## config.mk

```make
export PLATFORM = sky130hd
export DESIGN_NAME = wb_regfile_flat
export DESIGN_NICKNAME = d
export VERILOG_FILES = /design/src/rtl/wb_regfile_if.sv /design/src/rtl/wb_regfile.sv /design/src/flat_wrapper.sv
export SDC_FILE = /design/constraint.sdc
export NUM_CORES = 2
export LEC_CHECK = 0
export BUFFER_PORTS_ARGS = -buffer_cell sky130_fd_sc_hd__buf_2
export CAP_MARGIN = 20
export CORE_MARGIN = 2
export CORE_UTILIZATION = 45
export CTS_CLUSTER_DIAMETER = 120
export DETAILED_ROUTE_END_ITERATION = 16
export GPL_ROUTABILITY_DRIVEN = 0
export PLACE_DENSITY = 0.67
export SLEW_MARGIN = 20
export SYNTH_ARGS = -nofsm -noshare
export SYNTH_HDL_FRONTEND = slang
export SYNTH_SLANG_ARGS = --single-unit
```

## constraint.sdc

```tcl
create_clock -name clk -period 41.4 [get_ports clk]
set_input_delay 8.28 -clock clk [delete_from_list [all_inputs] [get_ports clk]]
set_output_delay 8.28 -clock clk [all_outputs]
set_load 0.01 [all_outputs]
```

## src/rtl/wb_regfile_if.sv

```systemverilog
// W-stage bundle between the MEM/WB register and the writeback/register-file block,
// including the decode read ports and the forwarded result.
interface wb_regfile_if #(
    parameter int XLEN = 32
);
    logic            regwritew;
    logic [1:0]      resultsrcw;
    logic [XLEN-1:0] aluresultw;
    logic [XLEN-1:0] readdataw;
    logic [XLEN-1:0] extimmw;
    logic [XLEN-1:0] pcplus4w;
    logic [4:0]      rdw;
    logic [4:0]      a1d;
    logic [4:0]      a2d;
    logic [XLEN-1:0] rd1d;
    logic [XLEN-1:0] rd2d;
    logic [XLEN-1:0] resultw;

    modport master (
        output regwritew, resultsrcw, aluresultw, readdataw, extimmw, pcplus4w,
        output rdw, a1d, a2d,
        input  rd1d, rd2d, resultw
    );

    modport slave (
        input  regwritew, resultsrcw, aluresultw, readdataw, extimmw, pcplus4w,
        input  rdw, a1d, a2d,
        output rd1d, rd2d, resultw
    );
endinterface

```

## src/rtl/wb_regfile.sv

```systemverilog
// RV32I writeback stage: result select, 32xXLEN architectural register file with x0 = 0,
// two combinational read ports with optional same-cycle write-through.
module wb_regfile #(
    parameter int XLEN   = 32,
    parameter bit BYPASS = 1'b1
) (
    input  logic          clk,
    input  logic          rst,
    wb_regfile_if.slave   bus
);
    logic [XLEN-1:0] regs_q [0:31];
    logic [XLEN-1:0] result;
    logic [XLEN-1:0] rd1;
    logic [XLEN-1:0] rd2;
    logic            wr_en;

    always_comb begin
        result = bus.aluresultw;
        unique case (bus.resultsrcw)
            2'b00: result = bus.aluresultw;
            2'b01: result = bus.readdataw;
            2'b10: result = bus.pcplus4w;
            2'b11: result = bus.extimmw;
            default: result = bus.aluresultw;
        endcase
    end

    assign wr_en = bus.regwritew && (bus.rdw != 5'd0);

    // Entry 0 is cleared on reset and never written; reads of x0 are forced to zero anyway.
    always_ff @(posedge clk or posedge rst) begin
        if (rst) begin
            for (int i = 0; i < 32; i++) begin
                regs_q[i] <= '0;
            end
        end else if (wr_en) begin
            regs_q[bus.rdw] <= result;
        end
    end

    always_comb begin
        rd1 = regs_q[bus.a1d];
        if (bus.a1d == 5'd0) begin
            rd1 = '0;
        end else if (BYPASS && wr_en && (bus.a1d == bus.rdw)) begin
            rd1 = result;
        end
    end

    always_comb begin
        rd2 = regs_q[bus.a2d];
        if (bus.a2d == 5'd0) begin
            rd2 = '0;
        end else if (BYPASS && wr_en && (bus.a2d == bus.rdw)) begin
            rd2 = result;
        end
    end

    assign bus.resultw = result;
    assign bus.rd1d    = rd1;
    assign bus.rd2d    = rd2;
endmodule

```

## src/flat_wrapper.sv

```systemverilog
// flat-port wrapper written by rule: the top's interface ports become plain ports
module wb_regfile_flat 
#(
    parameter int XLEN   = 32,
    parameter bit BYPASS = 1'b1
)
  (clk, rst, bus_regwritew, bus_resultsrcw, bus_aluresultw, bus_readdataw, bus_extimmw, bus_pcplus4w, bus_rdw, bus_a1d, bus_a2d, bus_rd1d, bus_rd2d, bus_resultw);
  wb_regfile_if #(.XLEN(XLEN)) bus_i ();
  input  logic clk;
  input  logic rst;
  input wire logic [$bits(bus_i.regwritew)-1:0] bus_regwritew;
  input wire logic [$bits(bus_i.resultsrcw)-1:0] bus_resultsrcw;
  input wire logic [$bits(bus_i.aluresultw)-1:0] bus_aluresultw;
  input wire logic [$bits(bus_i.readdataw)-1:0] bus_readdataw;
  input wire logic [$bits(bus_i.extimmw)-1:0] bus_extimmw;
  input wire logic [$bits(bus_i.pcplus4w)-1:0] bus_pcplus4w;
  input wire logic [$bits(bus_i.rdw)-1:0] bus_rdw;
  input wire logic [$bits(bus_i.a1d)-1:0] bus_a1d;
  input wire logic [$bits(bus_i.a2d)-1:0] bus_a2d;
  output wire logic [$bits(bus_i.rd1d)-1:0] bus_rd1d;
  output wire logic [$bits(bus_i.rd2d)-1:0] bus_rd2d;
  output wire logic [$bits(bus_i.resultw)-1:0] bus_resultw;
  assign bus_i.regwritew = bus_regwritew;
  assign bus_i.resultsrcw = bus_resultsrcw;
  assign bus_i.aluresultw = bus_aluresultw;
  assign bus_i.readdataw = bus_readdataw;
  assign bus_i.extimmw = bus_extimmw;
  assign bus_i.pcplus4w = bus_pcplus4w;
  assign bus_i.rdw = bus_rdw;
  assign bus_i.a1d = bus_a1d;
  assign bus_i.a2d = bus_a2d;
  assign bus_rd1d = bus_i.rd1d;
  assign bus_rd2d = bus_i.rd2d;
  assign bus_resultw = bus_i.resultw;
  wb_regfile #(.XLEN(XLEN), .BYPASS(BYPASS)) u_core (.clk(clk), .rst(rst), .bus(bus_i));
endmodule
```

=== After elaboration in Yosys (flattened, before gate mapping) ===
Cells that the tools add are included.
W data, S select, Z words.

* Magnitude comparators: 4
* Eq/ne operators: 5
* Mux-type cells: 14
* Bitwise gates (word level): 3
* Reductions and logical operators: 8

{| class="wikitable"
|+ Operators with widths
! cell !! count
|-
| $bwmux W1024 || 1
|-
| $bmux W32 S5 || 2
|-
| $mux W32 || 9
|-
| $demux W32 S5 || 1
|-
| $pmux W32 S4 || 1
|-
| $ge A6 B6 Y1 const B || 3
|-
| $not A5 Y6 || 3
|-
| $eq A5 B5 Y1 || 2
|-
| $logic_not A5 Y1 || 2
|-
| $lt A6 B1 Y1 const B || 1
|-
| $reduce_bool A5 Y1 || 1
|-
| $eq A2 B2 Y1 const B || 2
|-
| $logic_and A1 B1 Y1 || 4
|-
| $eq A2 B1 Y1 const B || 1
|-
| $logic_not A2 Y1 || 1
|}

* Register bits after elaboration: 1,024
* Bits of input ports: 148
* Output and inout bits: 96

=== Depth between registers and ports, before layout ===
* Word-level depth: 6
* Gate-level depth with buffers: 11

=== Worst setup path after synthesis ===
No wires, ideal clock.

* Kind: in2out
* Start point: input bus_a2d[0]
* End point: output bus_rd2d[0]
* Arrival time: 9,891 ps
* Required time: 33,120 ps
* Path slack: 23,229 ps
* Cell stages on the path: 8
* Buffers on the path: 3
* Cells stage by stage: buf_6 buf_6 buf_2 mux4_2 a32oi_1 o21ai_0 a31oi_1 o21ai_0

* Longest elaborated chain between the ends: 6

{| class="wikitable"
|+ RTL lines
! item !! RTL line !! text
|-
| start: declaration || flat_wrapper.sv:19 || <nowiki>input wire logic [$bits(bus_i.a2d)-1:0] bus_a2d;</nowiki>
|-
| $not A5 Y6 (implied by the code) || wb_regfile.sv:51 || <nowiki>rd2 = regs_q[bus.a2d];</nowiki>
|-
| $bmux W32 S5 || wb_regfile.sv:51 ||
|-
| $mux W32 (implied by the code) (2 in series) || wb_regfile.sv:51 ||
|-
| $mux W32 || wb_regfile.sv:54 || <nowiki>end else if (BYPASS && wr_en && (bus.a2d == bus.rdw)) begin</nowiki>
|-
| $mux W32 (*) || wb_regfile.sv:52 || <nowiki>if (bus.a2d == 5'd0) begin</nowiki>
|-
| end: declaration || flat_wrapper.sv:21 || <nowiki>output wire logic [$bits(bus_i.rd2d)-1:0] bus_rd2d;</nowiki>
|}

Every way passes the cells marked *; elsewhere a longest branch is shown, timed or not. The select of a mux whose other input is x is not followed.

=== Worst setup path in the final report ===
* Start point: input bus_a1d[0]
* End point: output bus_rd1d[10]

* Longest elaborated chain between the ends: 6

{| class="wikitable"
|+ RTL lines
! item !! RTL line !! text
|-
| start: declaration || flat_wrapper.sv:18 || <nowiki>input wire logic [$bits(bus_i.a1d)-1:0] bus_a1d;</nowiki>
|-
| $not A5 Y6 (implied by the code) || wb_regfile.sv:42 || <nowiki>rd1 = regs_q[bus.a1d];</nowiki>
|-
| $bmux W32 S5 || wb_regfile.sv:42 ||
|-
| $mux W32 (implied by the code) (2 in series) || wb_regfile.sv:42 ||
|-
| $mux W32 || wb_regfile.sv:45 || <nowiki>end else if (BYPASS && wr_en && (bus.a1d == bus.rdw)) begin</nowiki>
|-
| $mux W32 (*) || wb_regfile.sv:43 || <nowiki>if (bus.a1d == 5'd0) begin</nowiki>
|-
| end: declaration || flat_wrapper.sv:20 || <nowiki>output wire logic [$bits(bus_i.rd1d)-1:0] bus_rd1d;</nowiki>
|}

Marks and branches as above.

==> reports/metrics.yaml <==
drtPass1Iterations: 8
drt_iter0_drc: 5010
timing.final.crit_share: 0.4998
maxCapViolCount: 0
crit_fanout: 109
clock_path_buffers: 3
worst_slew_pin_slew_ns: 1.197
ys_warn_count: 0
powerDensity_mw_per_mm2: 50.11
ir_drop_uv: 32.51
syn_inst: 5217
top_regs: "u_core.regs_q: 1024 flops"
antenna_found_initial: 9
cts_setup_buffers: 0
grt_pass1_vias: 42430
ys_ff_latch: 1024
maxSlewHeadroom: 0.2023
cts_resized: 0
setup_tns_ns: 0
crit_path_start_kind: "primary input"
min_path_type: "flop to flop"
async_flop_share: 1.000
syn_area_sq_mm: 0.05469
area_growth_pct: 9.996
post-dp-hpwl_um: 109000
slew_violations: 0
fin_skew_ns: 0
status: "finished, final reports clean"
synthDistinctLibCells: 54
synth_top_area_cell: "dfrtp_1"
cts.reportedPaths.clkPinSlew_ns: 0.06
cts_buffers: 107
p_leak_uw: 0.02693
cp-end-kind: "output port"
grt_max_degree: 179
synth.area.top_cells: "dfrtp_1, mux4_2, o21ai_0, nand2_1, mux2i_1"
most-common-layout-cells: "nand2_1, o21ai_0, dfrtp_1"
pin_count: 244
largest_reg_flops: 1024
final_common_cell: "nand2_1"
num_vias: 43410
syn_avg_cell_area_sq_um: 10.48
syn_nets: 5365
drive_gt1_frac: 0.1975
setup_viol: 0
crit_arrival_ns: 12.41
synth-edff-count: 0
fmax_ghz: 0.04833
cts_hold_buf: 0
crit_type: "primary input to output port"
die_h_um: 352.6
yosys_most_used_dff: "dfrtp_1"
fp-row-count: 127
final_cells: 6817
yosysTopAreaCellShare: 0.4686
rsz0062_at_grt: "no"
die_w_um: 352.6
critPathRequiredTime_ns: 33.12
drt_wl_total_um: 191700
initial_core_util: 0.4546
port-buffer-count: 243
top_register: "u_core.regs_q"
fin_nets: 5266
htreeDepth: 3
clock_sinks: 1024
hold_violations: 0
coreArea_sq_mm: 0.1203
tritoncts: "yes"
drt-vias-per-instance: 6.368
postRouteAntennaNets: 0
cts_root_buffer: "clkbuf_16"
min_period_ns: 20.69
globalRoute.totalOverflow: 0
synth-seq-area-share: 0.4686
grt_pass1_wl_um: 283300
routedWlPerCell_um: 28.13
track_usage: 0.3055
die-area_sq_mm: 0.1243
place_inst: 6621
drc: 0
clkLatencyLatePin_ns: 0.68
[final timing paths]
| kind | slack [ns] | start | depth (start not counted) | end |
|---|---|---|---|---|
| max | 20.71 | bus_a1d[0] | 10 | bus_rd1d[10] |
| min | 0.40 | u_core.regs_q[1001]$_DFFE_PP0P_ | 0 | u_core.regs_q[1001]$_DFFE_PP0P_ |
| max reg2reg | 40.62 | u_core.regs_q[874]$_DFFE_PP0P_ | 2 | u_core.regs_q[874]$_DFFE_PP0P_ |
| min reg2reg | 0.40 | u_core.regs_q[1001]$_DFFE_PP0P_ | 0 | u_core.regs_q[1001]$_DFFE_PP0P_ |
| max in group asynchronous | 29.58 | rst | 6 | u_core.regs_q[560]$_DFFE_PP0P_ |
| min in group asynchronous | 7.74 | rst | 2 | u_core.regs_q[892]$_DFFE_PP0P_ |
[cell usage after synthesis (11+ instances only)]
| cell | instances |
|---|---|
| a211oi_1 | 22 |
| a21oi_1 | 100 |
| a221o_1 | 30 |
| a221oi_1 | 90 |
| a22oi_1 | 69 |
| a31oi_1 | 11 |
| and3_1 | 30 |
| buf_2 | 70 |
| buf_4 | 24 |
| buf_6 | 41 |
| clkbuf_1 | 409 |
| dfrtp_1 | 1024 |
| inv_1 | 37 |
| mux2_2 | 44 |
| mux2i_1 | 356 |
| mux4_2 | 375 |
| nand2_1 | 1177 |
| nand3_1 | 13 |
| nor2_1 | 23 |
| o21ai_0 | 1084 |
| o21ai_1 | 35 |
| o221ai_1 | 13 |
| o22ai_1 | 14 |
| o31ai_1 | 23 |
[through the flow]
stage	hold slack, ns	setup WS [ns]	total power [uW]	cell area (sq um)	utilization
after floorplan	0.4413	4.304	1814	54690	-
after global placement	0.3764	20.78	1986	56530	0.4700
after detailed placement	0.3827	20.78	2017	56530	0.4700
after CTS	0.3977	20.77	3008	60120	0.4998
after global routing	0.4048	20.39	3153	60150	0.5000
final	0.3962	20.71	3014	60160	0.5001
[power breakdown]
part           leakage [uW]  internal (uW)  switching [uW]
Sequential           0.0132           1210             162
Combinational        0.0119            299             343
Clock               0.00177            582             418
[cell type report]
class / count / area, sq um
multi-input cells: 3594 / 26600
clock buffers: 150 / 3062
clock inverters: 42 / 530.5
inverters: 39 / 155.1
repair buffers: 352 / 2158
flip-flops and latches: 1024 / 25620
diodes: 4 / 10.01
well taps: 1612 / 2017
fillers: 10750 / 60130
[metal layers]
| metal | global-route usage | share of wire |
|---|---|---|
| met5 | 0 | 0.00037 |
| met4 | 0.1532 | 0.054 |
| met3 | 0.08103 | 0.12 |
| met2 | 0.4641 | 0.44 |
| met1 | 0.4057 | 0.39 |
[cell families (layout without fill, tap and decap cells)]
family | count (synthesis) | after routing | share of synthesized area
AOI/OAI and AO/OA | 1518 | 1518 | 0.1563
xor gates and xnor gates | 10 | 10 | 0.001602
muxes | 777 | 777 | 0.2291
other | 0 | 4 | 0
buffers and inverters | 599 | 583 | 0.05152
and+or+nand+nor | 1289 | 1289 | 0.09296
DFF | 1024 | 1024 | 0.4686
[critical path, cell delays in order]
cell and delay (ns):
buf_8 0.54, buf_4 0.83, buf_12 0.66, mux2i_1 0.17
a22oi_1 0.22, o2111ai_1 0.15, o31ai_1 0.13, a211oi_1 0.09
a211oi_1 0.86, buf_2 0.29
Power figures use the tool's default switching activity.
